--- src/rtl/irq_gateway.sv ---
// irq_gateway: level/edge interrupt gateway with priority arbitration and claim/complete handshake to one hart
//   Ports: clk_i, rst_i (sync, active-high); src_i raw requests; le_i edge mode; ie_i enables;
//   prio_i per-source priority; threshold_i delivery threshold; claim_i, complete_i, complete_id_i hart handshake;
//   claim_id_o best deliverable ID (0 = none); irq_o = claim_id_o != 0; pending_o per-source PENDING flag.
//   Define IRQ_GATEWAY_EDGE_EN to enable per-source edge mode (src_q/held registers); otherwise all sources are level.
module irq_gateway #(
  parameter int NSRC = 4,
  parameter int PRIOW = 2,
  localparam int IDW = $clog2(NSRC + 1)
) (
  input  logic                  clk_i,
  input  logic                  rst_i,
  input  logic [NSRC-1:0]       src_i,
  input  logic [NSRC-1:0]       le_i,
  input  logic [NSRC-1:0]       ie_i,
  input  logic [NSRC*PRIOW-1:0] prio_i,
  input  logic [PRIOW-1:0]      threshold_i,
  input  logic                  claim_i,
  input  logic                  complete_i,
  input  logic [IDW-1:0]        complete_id_i,
  output logic [IDW-1:0]        claim_id_o,
  output logic                  irq_o,
  output logic [NSRC-1:0]       pending_o
);
  typedef enum logic [1:0] {IDLE, PEND, INSV} st_e;
  st_e st_q [NSRC];
  st_e st_d [NSRC];
  logic [IDW-1:0] claim_id_q, claim_id_d, best_id;
  logic [PRIOW-1:0] best_p, p;
  logic irq_q;
  logic [NSRC-1:0] req, hold, claim_hit, cmpl_hit;
`ifdef IRQ_GATEWAY_EDGE_EN
  logic [NSRC-1:0] src_q, held_q, held_d;
  // edge-mode sources request only on a rising edge
  assign req = src_i & ~(le_i & src_q);
  assign hold = held_q;
  always_comb begin
    for (int i = 0; i < NSRC; i++)
      held_d[i] = (st_q[i] == INSV && cmpl_hit[i]) ? 1'b0 :
                  (le_i[i] && req[i] && st_q[i] != IDLE) ? 1'b1 : held_q[i];
  end
  always_ff @(posedge clk_i) begin
    if (rst_i) begin
      src_q <= '0;
      held_q <= '0;
    end else begin
      src_q <= src_i;
      held_q <= held_d;
    end
  end
`else
  logic unused_le;
  assign unused_le = ^le_i;
  assign req = src_i;
  assign hold = '0;
`endif
  always_comb begin
    best_id = '0;
    best_p = '0;
    p = '0;
    // ascending scan with strict compare keeps the lowest ID on ties
    for (int i = 0; i < NSRC; i++) begin
      p = prio_i[i*PRIOW +: PRIOW];
      if (st_q[i] == PEND && ie_i[i] && p > threshold_i && p > best_p) begin
        best_p = p;
        best_id = IDW'(i + 1);
      end
    end
  end
  // a successful claim blanks the output for one cycle so the same ID cannot be claimed twice
  assign claim_id_d = (claim_i && claim_id_q != '0) ? '0 : best_id;
  always_comb begin
    for (int i = 0; i < NSRC; i++) begin
      claim_hit[i] = claim_i && claim_id_q == IDW'(i + 1);
      cmpl_hit[i] = complete_i && complete_id_i == IDW'(i + 1);
      st_d[i] = (st_q[i] == IDLE && req[i]) ? PEND :
                (st_q[i] == PEND && claim_hit[i]) ? INSV :
                (st_q[i] == INSV && cmpl_hit[i]) ? (hold[i] ? PEND : IDLE) : st_q[i];
      pending_o[i] = st_q[i] == PEND;
    end
  end
  always_ff @(posedge clk_i) begin
    if (rst_i) begin
      for (int i = 0; i < NSRC; i++) st_q[i] <= IDLE;
      claim_id_q <= '0;
      irq_q <= 1'b0;
    end else begin
      for (int i = 0; i < NSRC; i++) st_q[i] <= st_d[i];
      claim_id_q <= claim_id_d;
      irq_q <= claim_id_d != '0;
    end
  end
  assign claim_id_o = claim_id_q;
  assign irq_o = irq_q;
endmodule

--- config.mk ---
export PLATFORM = sky130hd
export DESIGN_NAME = irq_gateway
export DESIGN_NICKNAME = d
export VERILOG_FILES = /design/src/rtl/irq_gateway.sv
export SDC_FILE = /design/constraint.sdc
export NUM_CORES = 1
export LEC_CHECK = 0
export CORE_ASPECT_RATIO = 1.2
export CORE_MARGIN = 2
export CORE_UTILIZATION = 24
export CTS_CLUSTER_DIAMETER = 120
export DETAILED_ROUTE_END_ITERATION = 8
export PLACE_DENSITY = 0.49
export SLEW_MARGIN = 15
export SYNTH_ARGS = -nofsm -noshare
export SYNTH_HDL_FRONTEND = slang
export SYNTH_SLANG_ARGS = --single-unit
--- constraint.sdc ---
create_clock -name clk_i -period 8.2 [get_ports clk_i]
set_input_delay 0.82 -clock clk_i [delete_from_list [all_inputs] [get_ports clk_i]]
set_output_delay 0.82 -clock clk_i [all_outputs]
set_load 0.01 [all_outputs]
Word-level counts from Yosys, hierarchy flattened
Memory sizes are Yosys's and may differ from the RTL's. Cells that the tools add are included.

Equality and inequality tests: 16. Reductions and logical operators: 39. Muxes and demuxes: 27. Bitwise gates (word level): 4. Magnitude comparators: 8.

Operators with widths (number): 2-to-1 mux 2 bit (21); logical AND 1 bit (33); > comparator 2 bit (7); == test 3 x 2 -> 1 bit, second input constant (4); == test 2 x 1 -> 1 bit, second input constant (4); == test 2 bit, second input constant (4); zero test 2 bit (4); == test 3 x 1 -> 1 bit, second input constant (2); == test 3 bit, second input constant (2); 2-to-1 mux 3 bit (2); nonzero test 3 bit (2); 2-to-1 mux 1 bit (4); OR 1 bit (4); > comparator 2 x 1 -> 1 bit, second input constant (1).

Output and inout port bits: 8. Register bits: 4. Memory bits (writable): 8. Input bits: 29. Memories: 1. Word-level logic and storage cells: 97.

Memory list: st_q (words 4, bits a word 2, read ports 4, clocked after memory_dff 0, write ports 4, RTL line 26) `st_e st_q [NSRC];`.

Longest topological paths before layout
An unclocked memory read counts as a cell.

Word-level depth: 17. Depth in mapped cells: 19. Mapped depth without buffers: 19.

Worst setup path after synthesis
Ideal clock, no wire load.

Path kind: input to register. Start: in threshold_i[1]. End: reg irq_q (netlist: irq_o). Setup time: 0.120 ns. Slack: 3.350 ns. Path buffers: 0. Stages on the path: 19. Arrival: 4.730 ns. Required time: 8.080 ns. Cell sequence: inv_1 ha_1 and2_4 a2111o_1 ha_1 nor2b_1 o22ai_2 or3_1 and2_1 ha_1 a22oi_1 nand3_1 or2_1 a31o_1 ha_1 nor2b_1 o22ai_1 o2bb2ai_1 o31a_1.

Longest elaborated chain between the ends: 15. Elaborated cells between the ends (all ways): 24. Classes of those cells: order compare: 7; mux: 8; reduce/logical: 9.

Ends and longest elaborated chain: from (decl) (RTL line 17) `input logic [PRIOW-1:0] threshold_i,`; > comparator 2 bit (RTL line 64) `if (st_q[i] == PEND && ie_i[i] && p > threshold_i && p > best_p) begin`; logical AND 1 bit (2 in a row) (RTL line 64); 2-to-1 mux 2 bit (RTL line 64); > comparator 2 bit (RTL line 64); logical AND 1 bit (RTL line 64); 2-to-1 mux 2 bit (RTL line 64); > comparator 2 bit (RTL line 64); logical AND 1 bit (RTL line 64); 2-to-1 mux 2 bit (RTL line 64); > comparator 2 bit (RTL line 64); logical AND 1 bit (RTL line 64); 2-to-1 mux 3 bit (*) (RTL line 64); 2-to-1 mux 3 bit (*) (RTL line 71) `assign claim_id_d = (claim_i && claim_id_q != '0) ? '0 : best_id;`; nonzero test 3 bit (*) (RTL line 90) `irq_q <= claim_id_d != '0;`; to (signal assigned) (RTL line 86) `irq_q <= 1'b0;`; to (signal assigned) (RTL line 90); to (decl) (RTL line 30) `logic irq_q;`.

Mark *: on every way between the ends. The rest lies on a longest branch, timed or not. A chain may end at the register's enable or synchronous reset.

Worst setup path after layout
Ends and elaborated chain as after synthesis.

==> results_dict.tcl <==
set metrics [dict create \
    placed_cells 205 \
    leakagePower_nw 0.5575 \
    cp_max_fo 6 \
    htreeDepth 1 \
    synth_top_family_by_area "simple AND/OR/NAND/NOR gates" \
    antenna_left 0 \
    synth_common_cells "14 x ha_1, 12 x dfxtp_1, 10 x nor2_1, 10 x nor2b_1, 9 x nand2_1" \
    antenna_found_initial 0 \
    avgSynthCellArea_sq_um 8.289 \
    synthCells 120 \
    drive_gt1_frac 0.06452 \
    dieArea_sq_um 4678 \
    dp_hpwl_mm 2.141 \
    yosys.area_share.simple 0.3220 \
    dieHeight_um 74.53 \
    totalPowerFinal_mw 0.1778 \
    rsz0062_at_grt "no" \
    grt_pass1_vias 993 \
    drv_slew 0 \
    critical_path.endpoint_type "flip-flop" \
    post_dp_cell_area_sq_um 1379 \
    synth_fa_ha_area_frac 0.1761 \
    fin_ws_ps 2719 \
    die_w_um 62.77 \
    p_per_area_nw_per_um2 124.0 \
    synth.most_common_cell "ha_1" \
    place.gp.congestion 0.7292 \
    num_rows 25 \
    fin_crit_sh 0.6685 \
    synth_compound_area_frac 0.2264 \
    fin_area_sq_um 1434 \
    fin_tns_setup_ps 0 \
    hold_violations 0 \
    vdd_drop_max_mv 0.04860 \
    ios 37 \
    cts_setup_buffers 0 \
    drc 0 \
    wirelength_mm 2.514 \
    initial_core_util 0.2504 \
    synthMuxAreaShare 0 \
    synth_seq_area_share 0.2415 \
    async_flop_share 0 \
    final_cells 209 \
    synth_cell_types 38 \
    finClkSkew_ps 1.679 \
    num-nets-final 199 \
    synth_edf_count 0 \
    core_area_sq_um 3973 \
    min_period_ps 5481 \
    mappedNetlistArea_sq_um 994.7 \
    insertion_delay_ps 230 \
    ctsLongestPathBuffers 2 \
    ys.warnings.count 0 \
    synth-xor-area-share 0 \
    grt_usage 0.1118 \
    start_kind "input pin" \
    first_iter_violations 14 \
    via_per_inst 4.665 \
    cts_hold_buf 0 \
    cts_tree "built" \
    wl_per_cell_um 12.03 \
    ys_seq_elements 12 \
    synth_fp_nets 163 \
    worst_pin_slew_ps 384.5 \
    worstPathRequired_ps 8320 \
    portBuffers 32 \
    clkTransAtPathRegs_ps 50 \
    cap_viol_max_count 0 \
    synthTopCellsByArea "dfxtp_1 24%, ha_1 18%, nor2b_1 6.3%" \
    fmax_ghz 0.1824 \
    yosysTopAreaCellShare 0.2415 \
    via_count 975 \
    grt_start_max_net_pins 11 \
    antenna_cells 0 \
    cts_buffers 3 \
    setup_viol_count_final 0 \
    ctsResizeCount 0 \
    cts_sinks 12 \
    synth_top_cell_by_area "dfxtp_1" \
    hold_class "flip-flop to flip-flop" \
    cts_root_buf "clkbuf_8" \
    pre_cts_ws_ps 2449 \
    relSlewSlack 0.7429 \
    grt_first_pass_wirelength_mm 4.195 \
    overflow 0 \
    synth_flop_cell "dfxtp_1" \
    critical_path_arrival_ps 5600 \
    dr.pass1.iters 4 \
    syn2layout_area_growth_pct 44.15 \
    crit_type "input pin to flip-flop" \
    status "finished clean" \
]
-- layout make-up --
type	instances	area, sq um
Fill cell	429	2539
Multi-Input combinational cell	99	720.7
Timing Repair Buffer	32	320.3
Sequential cell	12	240.2
Tap cell	54	67.56
Clock buffer	4	55.05
Inverter	8	30.03
-- routing by layer --
| layer | global-route usage | vias to the layer above | share of wire |
|---|---|---|---|
| met5 | 0 | - | 0 |
| met4 | 0.01481 | 0 | 0 |
| met3 | 0.02723 | 0 | 0.049 |
| met2 | 0.2186 | 25 | 0.51 |
| met1 | 0.1268 | 434 | 0.44 |
| li1 | - | 516 | - |
-- cell usage in the layout (no fill, tap or decap), types with 2 or more instances in the layout --
| master | netlist | layout |
|---|---|---|
| nand4_1 | 3 | 3 |
| or3_1 | 2 | 2 |
| ha_1 | 14 | 14 |
| dfxtp_1 | 12 | 12 |
| o22ai_1 | 2 | 2 |
| nor2b_1 | 10 | 10 |
| inv_1 | 8 | 8 |
| nand3_1 | 2 | 2 |
| nand2b_1 | 2 | 2 |
| nand4b_1 | 2 | 2 |
| nand3b_1 | 2 | 2 |
| nand2_1 | 9 | 9 |
| nand4bb_1 | 2 | 2 |
| and2b_1 | 2 | 2 |
| a211oi_1 | 2 | 2 |
| o21ai_0 | 4 | 4 |
| nor3_1 | 3 | 3 |
| clkdlybuf4s50_1 | 0 | 32 |
| a22oi_1 | 3 | 3 |
| a21oi_1 | 6 | 6 |
| clkbuf_8 | 0 | 4 |
| o31ai_1 | 3 | 3 |
| nor2_1 | 10 | 10 |
-- path summary, 6_finish.rpt --
kind / to / start / depth (start not counted) / slack (ps)
worst min register to register: st_q[0][3] / st_q[0][3] / 2 / 490
worst max-delay path: irq_o / threshold_i[1] / 20 / 2720
worst min-delay path: st_q[0][3] / st_q[0][3] / 2 / 490
worst max register to register: irq_o / st_q[0][1] / 17 / 3820
-- registers in the layout, indices dropped and copies added (netlist names) --
register,cells
st_q,8
claim_id_o,3
irq_o,1
-- worst max-delay path: stages --
cell and delay [ps]:
clkdlybuf4s50_1 450, inv_1 90, ha_1 340, and2_4 170
a2111o_1 410, ha_1 300, nor2b_1 180, o22ai_2 130
or3_1 380, and2_1 160, ha_1 280, a22oi_1 160
nand3_1 150, or2_1 290, a31o_1 200, ha_1 290
nor2b_1 140, o22ai_1 300, o2bb2ai_1 120, o31a_1 250
-- per-stage QoR --
step | hold WS (ps) | util
after floorplan | 457.0 | -
after global placement | 472.6 | 0.3471
after detailed placement | 478.9 | 0.3471
after CTS | 491.4 | 0.3609
after global routing | 540.5 | 0.3609
final | 494.4 | 0.3609
-- where the power goes --
group	switching (mW)	total, mW	internal [mW]
clock network	0.0208	0.0631	0.0423
logic	0.0230	0.0511	0.0281
registers	0.00260	0.0635	0.0609
total	0.0464	0.178	0.131
-- cells by family after synthesis --
group	count (synthesis)
and+or+nand+nor	54
AOI/OAI and AO/OA	31
adders and majority gates	14
DFF	12
buffers and inverters	9
(Power assumes the default switching activity.)
